==> config.mk <==
export PLATFORM = sky130hd
export DESIGN_NAME = noise_detector_stream_flat
export DESIGN_NICKNAME = d
export VERILOG_FILES = /design/src/rtl/noise_detector_stream_if.sv /design/src/rtl/noise_detector_stream.sv /design/src/flat_wrapper.sv
export SDC_FILE = /design/constraint.sdc
export NUM_CORES = 1
export LEC_CHECK = 0
export CAP_MARGIN = 15
export CORE_MARGIN = 2
export CORE_UTILIZATION = 38
export DETAILED_ROUTE_END_ITERATION = 7
export GPL_TIMING_DRIVEN = 0
export HOLD_SLACK_MARGIN = 0.06
export PLACE_DENSITY = 0.65
export SYNTH_ARGS = -nofsm -noshare
export SYNTH_HDL_FRONTEND = slang
export SYNTH_SLANG_ARGS = --single-unit
==> constraint.sdc <==
create_clock -name clk -period 3 [get_ports clk]
set_input_delay 0.3 -clock clk [delete_from_list [all_inputs] [get_ports clk]]
set_output_delay 0.3 -clock clk [all_outputs]
set_load 0.03 [all_outputs]
==> src/rtl/noise_detector_stream_if.sv <==
// Pixel stream bundle for the noise detector: input beat, output beat and their handshakes.
// The slave modport is the detector's view; the master modport is the source/sink side.
interface noise_detector_stream_if #(
  parameter int unsigned PIX_W = 8
) ();
  logic             in_valid;
  logic             in_ready;
  logic [PIX_W-1:0] in_pix;
  logic             in_sof;
  logic             in_eof;

  logic             out_valid;
  logic             out_ready;
  logic [PIX_W-1:0] out_pix;
  logic             out_noisy;
  logic             out_salt;
  logic             out_pepper;
  logic             out_sof;
  logic             out_eof;

  modport slave (
    input  in_valid, in_pix, in_sof, in_eof, out_ready,
    output in_ready, out_valid, out_pix, out_noisy, out_salt, out_pepper, out_sof, out_eof
  );

  modport master (
    output in_valid, in_pix, in_sof, in_eof, out_ready,
    input  in_ready, out_valid, out_pix, out_noisy, out_salt, out_pepper, out_sof, out_eof
  );
endinterface

==> src/rtl/noise_detector_stream.sv <==
// Streaming salt/pepper classifier with a one-deep valid/ready output register and a
// saturating per-frame noisy-pixel counter published at end of frame.
module noise_detector_stream #(
  parameter int unsigned PIX_W = 8,
  parameter int unsigned CNT_W = 16
) (
  input  logic                 clk,
  input  logic                 rst_n,
  input  logic                 mode,
  input  logic [PIX_W-1:0]     thr_lo,
  input  logic [PIX_W-1:0]     thr_hi,
  noise_detector_stream_if.slave bus,
  output logic [CNT_W-1:0]     frame_cnt,
  output logic                 frame_done,
  output logic                 cnt_sat
);

  localparam logic [PIX_W-1:0] PixMax = '1;
  localparam logic [CNT_W-1:0] CntMax = '1;

  logic             out_valid_q, out_valid_d;
  logic [PIX_W-1:0] out_pix_q, out_pix_d;
  logic             out_salt_q, out_salt_d;
  logic             out_pepper_q, out_pepper_d;
  logic             out_sof_q, out_sof_d;
  logic             out_eof_q, out_eof_d;
  logic [CNT_W-1:0] frame_cnt_q, frame_cnt_d;
  logic             frame_done_q, frame_done_d;
  logic             cnt_sat_q, cnt_sat_d;
  logic [CNT_W-1:0] run_cnt_q, run_cnt_d;
  logic             run_sat_q, run_sat_d;

  logic             in_ready;
  logic             in_xfer;
  logic             pix_pepper;
  logic             pix_high;
  logic             pix_salt;
  logic [CNT_W-1:0] cnt_base;
  logic             sat_base;
  logic [CNT_W-1:0] cnt_next;
  logic             sat_next;

  assign in_ready = ~out_valid_q | bus.out_ready;
  assign in_xfer  = bus.in_valid & in_ready;

  // Pepper takes priority so an overlapping threshold band never yields both classes.
  always_comb begin
    pix_pepper = mode ? (bus.in_pix <= thr_lo) : (bus.in_pix == '0);
    pix_high   = mode ? (bus.in_pix >= thr_hi) : (bus.in_pix == PixMax);
    pix_salt   = pix_high & ~pix_pepper;
  end

  always_comb begin
    cnt_base = bus.in_sof ? '0 : run_cnt_q;
    sat_base = bus.in_sof ? 1'b0 : run_sat_q;
    cnt_next = cnt_base;
    sat_next = sat_base;
    if (pix_pepper | pix_salt) begin
      if (cnt_base == CntMax) begin
        sat_next = 1'b1;
      end else begin
        cnt_next = cnt_base + CNT_W'(1);
      end
    end
  end

  always_comb begin
    out_valid_d  = out_valid_q;
    out_pix_d    = out_pix_q;
    out_salt_d   = out_salt_q;
    out_pepper_d = out_pepper_q;
    out_sof_d    = out_sof_q;
    out_eof_d    = out_eof_q;
    frame_cnt_d  = frame_cnt_q;
    frame_done_d = 1'b0;
    cnt_sat_d    = cnt_sat_q;
    run_cnt_d    = run_cnt_q;
    run_sat_d    = run_sat_q;
    if (in_xfer) begin
      out_valid_d  = 1'b1;
      out_pix_d    = bus.in_pix;
      out_salt_d   = pix_salt;
      out_pepper_d = pix_pepper;
      out_sof_d    = bus.in_sof;
      out_eof_d    = bus.in_eof;
      if (bus.in_eof) begin
        frame_cnt_d  = cnt_next;
        cnt_sat_d    = sat_next;
        frame_done_d = 1'b1;
        run_cnt_d    = '0;
        run_sat_d    = 1'b0;
      end else begin
        run_cnt_d = cnt_next;
        run_sat_d = sat_next;
      end
    end else if (bus.out_ready) begin
      out_valid_d = 1'b0;
    end
  end

  always_ff @(posedge clk or negedge rst_n) begin
    if (!rst_n) begin
      out_valid_q  <= 1'b0;
      out_pix_q    <= '0;
      out_salt_q   <= 1'b0;
      out_pepper_q <= 1'b0;
      out_sof_q    <= 1'b0;
      out_eof_q    <= 1'b0;
      frame_cnt_q  <= '0;
      frame_done_q <= 1'b0;
      cnt_sat_q    <= 1'b0;
      run_cnt_q    <= '0;
      run_sat_q    <= 1'b0;
    end else begin
      out_valid_q  <= out_valid_d;
      out_pix_q    <= out_pix_d;
      out_salt_q   <= out_salt_d;
      out_pepper_q <= out_pepper_d;
      out_sof_q    <= out_sof_d;
      out_eof_q    <= out_eof_d;
      frame_cnt_q  <= frame_cnt_d;
      frame_done_q <= frame_done_d;
      cnt_sat_q    <= cnt_sat_d;
      run_cnt_q    <= run_cnt_d;
      run_sat_q    <= run_sat_d;
    end
  end

  assign bus.in_ready   = in_ready;
  assign bus.out_valid  = out_valid_q;
  assign bus.out_pix    = out_pix_q;
  assign bus.out_salt   = out_salt_q;
  assign bus.out_pepper = out_pepper_q;
  assign bus.out_noisy  = out_salt_q | out_pepper_q;
  assign bus.out_sof    = out_sof_q;
  assign bus.out_eof    = out_eof_q;
  assign frame_cnt      = frame_cnt_q;
  assign frame_done     = frame_done_q;
  assign cnt_sat        = cnt_sat_q;

endmodule

==> src/flat_wrapper.sv <==
// flat-port wrapper written by rule: the top's interface ports become plain ports
module noise_detector_stream_flat 
#(
  parameter int unsigned PIX_W = 8,
  parameter int unsigned CNT_W = 16
)
  (clk, rst_n, mode, thr_lo, thr_hi, frame_cnt, frame_done, cnt_sat, bus_in_valid, bus_in_pix, bus_in_sof, bus_in_eof, bus_out_ready, bus_in_ready, bus_out_valid, bus_out_pix, bus_out_noisy, bus_out_salt, bus_out_pepper, bus_out_sof, bus_out_eof);
  noise_detector_stream_if #(.PIX_W(PIX_W)) bus_i ();
  input  logic clk;
  input  logic rst_n;
  input  logic mode;
  input  logic [PIX_W-1:0] thr_lo;
  input  logic [PIX_W-1:0] thr_hi;
  output logic [CNT_W-1:0] frame_cnt;
  output logic frame_done;
  output logic cnt_sat;
  input wire logic [$bits(bus_i.in_valid)-1:0] bus_in_valid;
  input wire logic [$bits(bus_i.in_pix)-1:0] bus_in_pix;
  input wire logic [$bits(bus_i.in_sof)-1:0] bus_in_sof;
  input wire logic [$bits(bus_i.in_eof)-1:0] bus_in_eof;
  input wire logic [$bits(bus_i.out_ready)-1:0] bus_out_ready;
  output wire logic [$bits(bus_i.in_ready)-1:0] bus_in_ready;
  output wire logic [$bits(bus_i.out_valid)-1:0] bus_out_valid;
  output wire logic [$bits(bus_i.out_pix)-1:0] bus_out_pix;
  output wire logic [$bits(bus_i.out_noisy)-1:0] bus_out_noisy;
  output wire logic [$bits(bus_i.out_salt)-1:0] bus_out_salt;
  output wire logic [$bits(bus_i.out_pepper)-1:0] bus_out_pepper;
  output wire logic [$bits(bus_i.out_sof)-1:0] bus_out_sof;
  output wire logic [$bits(bus_i.out_eof)-1:0] bus_out_eof;
  assign bus_i.in_valid = bus_in_valid;
  assign bus_i.in_pix = bus_in_pix;
  assign bus_i.in_sof = bus_in_sof;
  assign bus_i.in_eof = bus_in_eof;
  assign bus_i.out_ready = bus_out_ready;
  assign bus_in_ready = bus_i.in_ready;
  assign bus_out_valid = bus_i.out_valid;
  assign bus_out_pix = bus_i.out_pix;
  assign bus_out_noisy = bus_i.out_noisy;
  assign bus_out_salt = bus_i.out_salt;
  assign bus_out_pepper = bus_i.out_pepper;
  assign bus_out_sof = bus_i.out_sof;
  assign bus_out_eof = bus_i.out_eof;
  noise_detector_stream #(.PIX_W(PIX_W), .CNT_W(CNT_W)) u_core (.clk(clk), .rst_n(rst_n), .mode(mode), .thr_lo(thr_lo), .thr_hi(thr_hi), .bus(bus_i), .frame_cnt(frame_cnt), .frame_done(frame_done), .cnt_sat(cnt_sat));
endmodule
==> results.toml <==
[synthesis]
synth_fp_nets = 405
yosys_most_used_dff = "dfrtp_1"
synth.area.top_cells = "dfrtp_1, nand2_1, ha_1"
netlist_area_um2 = 3060
yosysWarnings = 0
syn_inst = 357
synth_top_area_frac = 0.393
synth-edff-count = 0
synth-seq-cells = 48
syn_avg_cell_area_um2 = 8.57
yosysSeqAreaShare = 0.393
yosysTopAreaCell = "dfrtp_1"
ys_types = 54
synthArstFlopShare = 1.00

[setup_path]
critical_path_class = "input port to flop"
crit_cells = 13
rr_worst_depth = 11
arrival_ps = 3100
crit_family = "buffers and inverters"
critPathRequiredTime_ps = 3240
cp_num_buf_inv = 5
cp_slowest_cell = "or4_1"
cp-start-kind = "input port"
worst-path-max-fanout = 10
cp-end-kind = "flop"
cp_cell_sequence = "clkdlybuf4s50_1 -> clkbuf_4 -> clkbuf_4 -> nor2b_2 -> ha_2 -> and2_1 -> and4_1 -> buf_4 -> nand4_4 -> o21ai_4 -> buf_4 -> or4_1 -> nand3_1"
max_stage_delay_ps = 520

[clocking]
clock-sinks = 48
cts_max_level = 2
clkTransAtPathRegs_ps = 90
clock_path_buffers = 2
cts_root_buffer = "clkbuf_8"
cts_made_buffers = 5
cts_tree = "done"
clk_latency_ps = 310

[placement]
post-dp-hpwl_um = 6400
place_ws_ps = -655
gp_congestion = 0.963
io_buffers = 63
place_inst = 523

[final_layout]
area_growth_pct = 29.7
final_nets = 479
layout_commonest_cell = "clkdlybuf4s50_1"
drive_gt1_frac = 0.0741
fin_cells = 534
fillCellCount = 782
utilization = 0.511
diodes = 0
final_cell_mix = "clkdlybuf4s50_1, nand2_1, dfrtp_1, inv_1, nor2_1"

[sta]
fin_ws_ps = 146
hold_ws_ps = 477
worst_pin_slew_ps = 786
skew_ps = 11.9
slew_headroom = 0.474
timing.final.crit_share = 0.951
setup_violations = 0
hold_violations = 0
min_period_ps = 2850
fmax_ghz = 0.350
finalMaxSlewViolations = 0

[floorplan]
die_x_um = 93.7
start_util = 0.394
ioPinCount = 64
coreArea_um2 = 7770
dieHeight_um = 93.7
fp.dieArea_um2 = 8780
placementRows = 32

[worst_hold_path]
hp-class = "input port to asynchronous set/reset pin"

[grt]
met3_usage = 0.0345
first_global_vias = 2914
antenna_found_initial = 0
grt_use_met2 = 0.345
grt_max_degree = 30
grt-ovfl-total = 0
grt_busiest_layer = "met2"
grtUsageMet1 = 0.265
grtUsageTotal = 0.206
grt_pass1_wl_um = 14300

[power_and_ir_drop]
p_leak_nw = 1.75
vdd_drop_max_uv = 193
p_per_area_nw_per_um2 = 411
p_total_mw = 1.63

[flow_run]
max-cap-violations = 0

[route]
vias_per_cell = 5.47
num_vias = 2919
drtPass1Iterations = 4
antenna_left = 0
drt_iter0_markers = 159
wl_per_cell_um = 15.9
drc_errors = 0
wl_um = 8500

[status]
status = "completed"
cell usage after synthesis (all sizes together), types with 3 or more instances:
| master | number |
|---|---|
| nand2 | 57 |
| dfrtp | 48 |
| inv | 27 |
| o21ai | 26 |
| nor2 | 22 |
| nand3 | 18 |
| ha | 17 |
| a21oi | 12 |
| clkbuf | 11 |
| o211ai | 11 |
| nand4 | 9 |
| nor2b | 9 |
| buf | 7 |
| o31ai | 6 |
| or3 | 6 |
| a31oi | 5 |
| and4 | 5 |
| nand2b | 5 |
| nor3 | 5 |
| and2 | 4 |
| o311ai | 4 |
| xor2 | 4 |
| a211oi | 3 |
| and4b | 3 |
| nor4 | 3 |
| or2 | 3 |
| or4 | 3 |
final cells by class:
type                       count  area [µm²]  share of cell area
tap                          102         128              0.0322
multi-input combinational    264        1670               0.422
clock buffer                   7        86.3              0.0218
sequential                    48        1200               0.303
buffer                        18         100              0.0252
clock inverter                 1        7.51             0.00189
inverter                      27         101              0.0255
timing repair buffer          67         671               0.169
power by group:
group / total, mW / switching, mW / internal (mW) / leakage, nW
clock: 0.416 / 0.228 / 0.188 / 0.0445
sequential: 0.733 / 0.0369 / 0.696 / 0.632
combinational: 0.483 / 0.282 / 0.200 / 1.07
total: 1.63 / 0.547 / 1.08 / 1.75
final timing paths:
kind / startpoint / endpoint / slack (ps)
max reg2reg: u_core.run_cnt_q[0] / u_core.run_cnt_q[10] / 470
min in group clk: u_core.frame_cnt[7] / u_core.frame_cnt[7] / 480
min reg2reg: u_core.frame_cnt[7] / u_core.frame_cnt[7] / 480
min: rst_n / u_core.frame_cnt[12] / 480
max in group asynchronous: rst_n / u_core.run_cnt_q[7] / 2000
max: bus_in_sof / u_core.run_cnt_q[13] / 150
layer usage:
layer	vias up	share of wire
met2	113	0.48
met1	1368	0.44
met3	15	0.060
met5	-	0
li1	1423	-
met4	0	0.020
worst register-to-register path, cell delays in order (launching register included):
cell,delay [ps]
dfrtp_1,500
nor2b_2,260
ha_2,240
and2_1,160
and4_1,210
buf_4,150
nand4_4,130
o21ai_4,130
buf_6,190
buf_6,160
a2bb2oi_1,190
nand2_1,80
cells by family after synthesis:
family,after synthesis,share of synthesized area
AOI/OAI and AO/OA,82,0.184
xor gates and xnor gates,6,0.0172
adders and majority gates,17,0.0695
buffers and inverters,45,0.0638
DFF,48,0.393
muxes,2,0.00654
and+or+nand+nor,157,0.266
through the flow:
stage / cell area, µm² / TNS (ps)
final: 3970 / 0
after global placement: 3820 / -11410
after detailed placement: 3830 / -9990
after global routing: 3970 / -5.19
after CTS: 3960 / 0
after floorplan: 3060 / 0
what timing repair did:
| item | CTS | global route |
|---|---|---|
| buffers inserted | 1 | 1 |
| hold buffers | 1 | 0 |
| endpoints found under the hold margin | 19 | 0 |
| gates resized for setup | 4 | 2 |
| endpoints found under the setup margin | 18 | 17 |
| gates cloned | 0 | 0 |
(Power assumes the default switching activity.)
==> edit 1: new RTL, same flow settings <==
`PIX_W` is set to 8 in 3 places; all go to 12.
--- a/src/rtl/noise_detector_stream_if.sv
+++ b/src/rtl/noise_detector_stream_if.sv
@@ -2,5 +2,5 @@
 // The slave modport is the detector's view; the master modport is the source/sink side.
 interface noise_detector_stream_if #(
-  parameter int unsigned PIX_W = 8
+  parameter int unsigned PIX_W = 12
 ) ();
   logic             in_valid;
--- a/src/rtl/noise_detector_stream.sv
+++ b/src/rtl/noise_detector_stream.sv
@@ -2,5 +2,5 @@
 // saturating per-frame noisy-pixel counter published at end of frame.
 module noise_detector_stream #(
-  parameter int unsigned PIX_W = 8,
+  parameter int unsigned PIX_W = 12,
   parameter int unsigned CNT_W = 16
 ) (
--- a/src/flat_wrapper.sv
+++ b/src/flat_wrapper.sv
@@ -2,5 +2,5 @@
 module noise_detector_stream_flat 
 #(
-  parameter int unsigned PIX_W = 8,
+  parameter int unsigned PIX_W = 12,
   parameter int unsigned CNT_W = 16
 )
Interface: changed (resized bus_in_pix, bus_out_pix, thr_hi and thr_lo); port bits go from 64 to 80. No check against the original RTL was run, so the function may have changed too.
==> edit 1 against the unedited design <==
  * Total power up 8.7%
  * Routed wire length up 4.2%
  * Synthesized cell count up 11%
  * Worst setup slack better by 9.6 ps
  * Cell area up 15%
  * Maximum frequency up 0.34%
  * Sequential cell count up 4
  * Non-clock buffer count up 21
  * Synthesized area up 12%
  * Clock power up 16%
  * Largest cell class unchanged
==> edit 1: results (changes against the unedited design) <==
[status]
status=completed

[drt]
viasPerCell=5.322  ; -2.6%
ant_nets=0  ; unchanged
wl_met2_um=4083  ; about the same
dr.max_layer_used=met4
wl_met3_um=542  ; +5.4%
dr.pass1.iters=5  ; +1
wl_um=8852  ; +4.2%
met1_length_um=4035  ; +8.2%
drt_iter0_drc=279  ; +75%

[sta]
worst_pin_slew_ps=873.0  ; +87.35 ps
clock_skew_ps=7.061  ; -4.822 ps
whs_ps=484.0  ; +7.255 ps

[global_route]
met2_usage_pct=30.67  ; -3.9 points
grt_antenna_before_repair=0  ; unchanged
grt_pass1_vias=3057  ; +4.9%
grt_max_degree=29  ; -3.3%
grt_util_all_layers_pct=18.65  ; -1.9 points
grt_pass1_wl_um=14860  ; +4.1%
use_met1_pct=24.82  ; -1.7 points
grt_use_met3_pct=2.979  ; -0.47 points

[clocking]
path_clk_slew_ps=90  ; about the same
clkLatencyLatePin_ps=310  ; about the same
htree_levels=2  ; unchanged
ctsRootBufferMaster=clkbuf_8
hold_buffers=1  ; unchanged
cts_buffers=5  ; unchanged
postCtsSetupBuffers=0  ; -1
post_cts_resized=5  ; +1
cts_buffer_depth=2  ; unchanged

[setup_path]
rrSetupSlack_ps=610  ; +140 ps
worstPathArrival_ps=3020  ; -80 ps
worst-path-max-fanout=10  ; unchanged

[layout]
drive_gt1_share_pct=8.740  ; +1.3 points
layout.nets=559  ; +17%
diodes=0  ; unchanged

[power]
power_mw=1.773  ; +8.7%
p_leak_nw=2.098  ; +20%
seqPwrFrac_pct=43.7  ; -1.2 points
p_sw_uw=561.5  ; +2.7%
vdd_drop_max_v=0.0001946  ; +0.60%
powerClk_uw=484  ; +16%

[yosys]
ys_warn_count=0  ; unchanged
synth_nets=466  ; +15%
ys.flop_type=dfrtp_1
synth_seq_area_share_pct=37.98  ; -1.3 points
synth_area_leaders=dfrtp_1 38%, ha_1 9.1%, nand2_1 9.0%
ys_types=56  ; +3.7%
async_flop_share_pct=100.0  ; unchanged
synth_common_cells=82 x nand2_1, 52 x dfrtp_1, 27 x inv_1

[placement]
gp_congestion=0.8986  ; -6.7%
placed_cell_area_um2=4367  ; +14%
dpl.hpwl_um=6764  ; +5.7%
portBuffers=79  ; +25%

[min_path]
hp-class=flop to flop

## edit 1: per-stage QoR
| stage | TNS (ps) | instances | worst slack [ps] |
|---|---|---|---|
| after floorplan | 0 | 398 | 436.9 |
| after global placement | -24230 | 585 | -1029 |
| after detailed placement | -23730 | 586 | -1009 |
| after CTS | 0 | 595 | 25.58 |
| after global routing | -16.35 | 600 | -11.07 |
| final | 0 | 600 | 155.8 |
## edit 1: logic make-up after synthesis
group           share of synthesized area [%]
buf+inv                                 5.770
fa+ha+maj                               9.131
flops                                   37.98
mux                                     1.315
xor+xnor                                2.556
simple gates                            25.42
compound gates                          17.82
## edit 1: layout make-up
class	count	area, um^2
well taps	108	135.1
inverters	27	101.3
repair buffers	86	853.3
flip-flops and latches	52	1301
clock inverters	2	35.03
clock buffers	6	72.57
fillers	819	4178
plain buffers	20	103.9
multi-input cells	299	1941
## edit 1: final timing paths
path	start	end	cells after the start
worst min-delay path	u_core.frame_cnt[8]$_DFFE_PN0P_	u_core.frame_cnt[8]$_DFFE_PN0P_	2
min in group asynchronous	rst_n	u_core.bus.out_valid$_DFFE_PN0P_	2
worst max-delay path	bus_in_pix[10]	u_core.frame_cnt[1]$_DFFE_PN0P_	10
worst max register to register	u_core.run_cnt_q[0]$_DFFE_PN0P_	u_core.frame_cnt[1]$_DFFE_PN0P_	10
max in group asynchronous	rst_n	u_core.run_cnt_q[11]$_DFFE_PN0P_	3
worst min register to register	u_core.frame_cnt[8]$_DFFE_PN0P_	u_core.frame_cnt[8]$_DFFE_PN0P_	2
## edit 1: worst max-delay path, stage by stage
cell and delay [ps]:
clkdlybuf4s50_1 540, ha_1 360, nand4_1 130, or3_1 420, o31ai_2 280, a41oi_2 130, a21oi_4 280, buf_4 220
mux2i_1 260, o21ai_0 100
==> edit 2: new RTL, config.mk and constraints unchanged <==
Without the edit above. Take the reset off `out_pix_q` and load it in a clocked block of its own.
--- a/src/rtl/noise_detector_stream.sv
+++ b/src/rtl/noise_detector_stream.sv
@@ -102,5 +102,4 @@
     if (!rst_n) begin
       out_valid_q  <= 1'b0;
-      out_pix_q    <= '0;
       out_salt_q   <= 1'b0;
       out_pepper_q <= 1'b0;
@@ -114,5 +113,4 @@
     end else begin
       out_valid_q  <= out_valid_d;
-      out_pix_q    <= out_pix_d;
       out_salt_q   <= out_salt_d;
       out_pepper_q <= out_pepper_d;
@@ -125,4 +123,8 @@
       run_sat_q    <= run_sat_d;
     end
+  end
+
+  always_ff @(posedge clk) begin
+    out_pix_q <= out_pix_d;
   end
 
Check against the original RTL: not equivalent (Yosys sat finds a counterexample within 4 cycles, from zero or initial values and one cycle with rst_n low).
==> edit 2 against the unedited design <==
  * Total power shrank 4.0%
  * Sequential cell count is the same
  * Global-route usage shrank 2.5 points
  * Synthesized area shrank 4.6%
  * First-iteration DRC count shrank 21%
  * Worst setup slack gained 270 ps
  * Routed wire length shrank 17%
  * Cell area shrank 3.8%
  * Critical path type unchanged
  * Critical endpoint is now u_core.run_cnt_q[0]$_DFFE_PN0P_
  * Largest cell class unchanged
  * Highest routed layer unchanged
==> edit 2: results (changes against the unedited design) <==
[status]
status=completed

[placement]
dp_slack_ps=-304.9  ; +350.0 ps
dp.cells=472  ; -9.8%

[setup_path]
worstPathArrival_ps=2780  ; -320 ps
rrSetupSlack_ps=540  ; +70 ps
r2r_end=u_core.frame_cnt[1]$_DFFE_PN0P_
setup.worst_path.end=u_core.run_cnt_q[0]$_DFFE_PN0P_
worst-path-max-fanout=7  ; -3
crit_slowest_cell=clkdlybuf4s50_1
crit_family=compound AO/OA/AOI/OAI gates

[power]
vdd_drop_max_v=0.0001886  ; -2.5%
p_int_mw=1.108  ; +2.2%
p_sw_uw=456.5  ; -17%
seqPwrFrac_pct=45.9  ; +1.0 points
p_leak_nw=1.611  ; -8.0%

[global_route]
grt_pass1_wl_um=12200  ; -15%
grt_pass1_vias=2507  ; -14%
met2_usage_pct=31.13  ; -3.4 points
grt_max_degree=25  ; -17%
grt_use_met3_pct=4.355  ; +0.90 points

[yosys]
ys_types=57  ; +5.6%
synth_nets=357  ; -12%
synth_seq_area_share_pct=42.52  ; +3.3 points
synth_area_leaders=dfrtp_1 34%, edfxtp_1 8.2%, ha_1 7.3%
async_flop_share_pct=83.33  ; -17 points

[sta]
fmax_mhz=387.8  ; +11%
worst_pin_slew_ps=583.6  ; -202.0 ps
whs_ps=473.9  ; -2.906 ps

[clocking]
post_cts_resized=0  ; -4
postCtsSetupBuffers=0  ; -1

[drt]
met1_length_um=3005  ; -19%
wl_met3_um=421  ; -18%
viasPerCell=5.289  ; -3.2%

[layout]
final_cells=481  ; -9.9%

## edit 2: cell types whose count changed in the layout (fill, tap and decap cells not counted), moves of 7 or more
| cell | delta |
|---|---|
| dfrtp_1 | -8 |
| edfxtp_1 | +8 |
| nand2_1 | -18 |
| nand2b_1 | +8 |
| nand3_1 | -9 |
| nor2_1 | -10 |
| xnor2_1 | +7 |
## edit 2: layout make-up
type                       count  area [um^2]
sequential                    48         1241
buffer                        12        70.07
clock buffer                   6        72.57
clock inverter                 2        35.03
multi-input combinational    223         1511
tap                           99        123.9
timing repair buffer          65        665.6
fill                         689         3513
inverter                      26        97.59
## edit 2: cells by family after synthesis
| kind of cell | after synthesis | synth area share [%] |
|---|---|---|
| simple gates | 108 | 19.42 |
| compound gates | 80 | 19.37 |
| flops | 48 | 42.52 |
| buf+inv | 38 | 5.700 |
| fa+ha+maj | 17 | 7.287 |
| xor+xnor | 13 | 3.901 |
| mux | 5 | 1.800 |
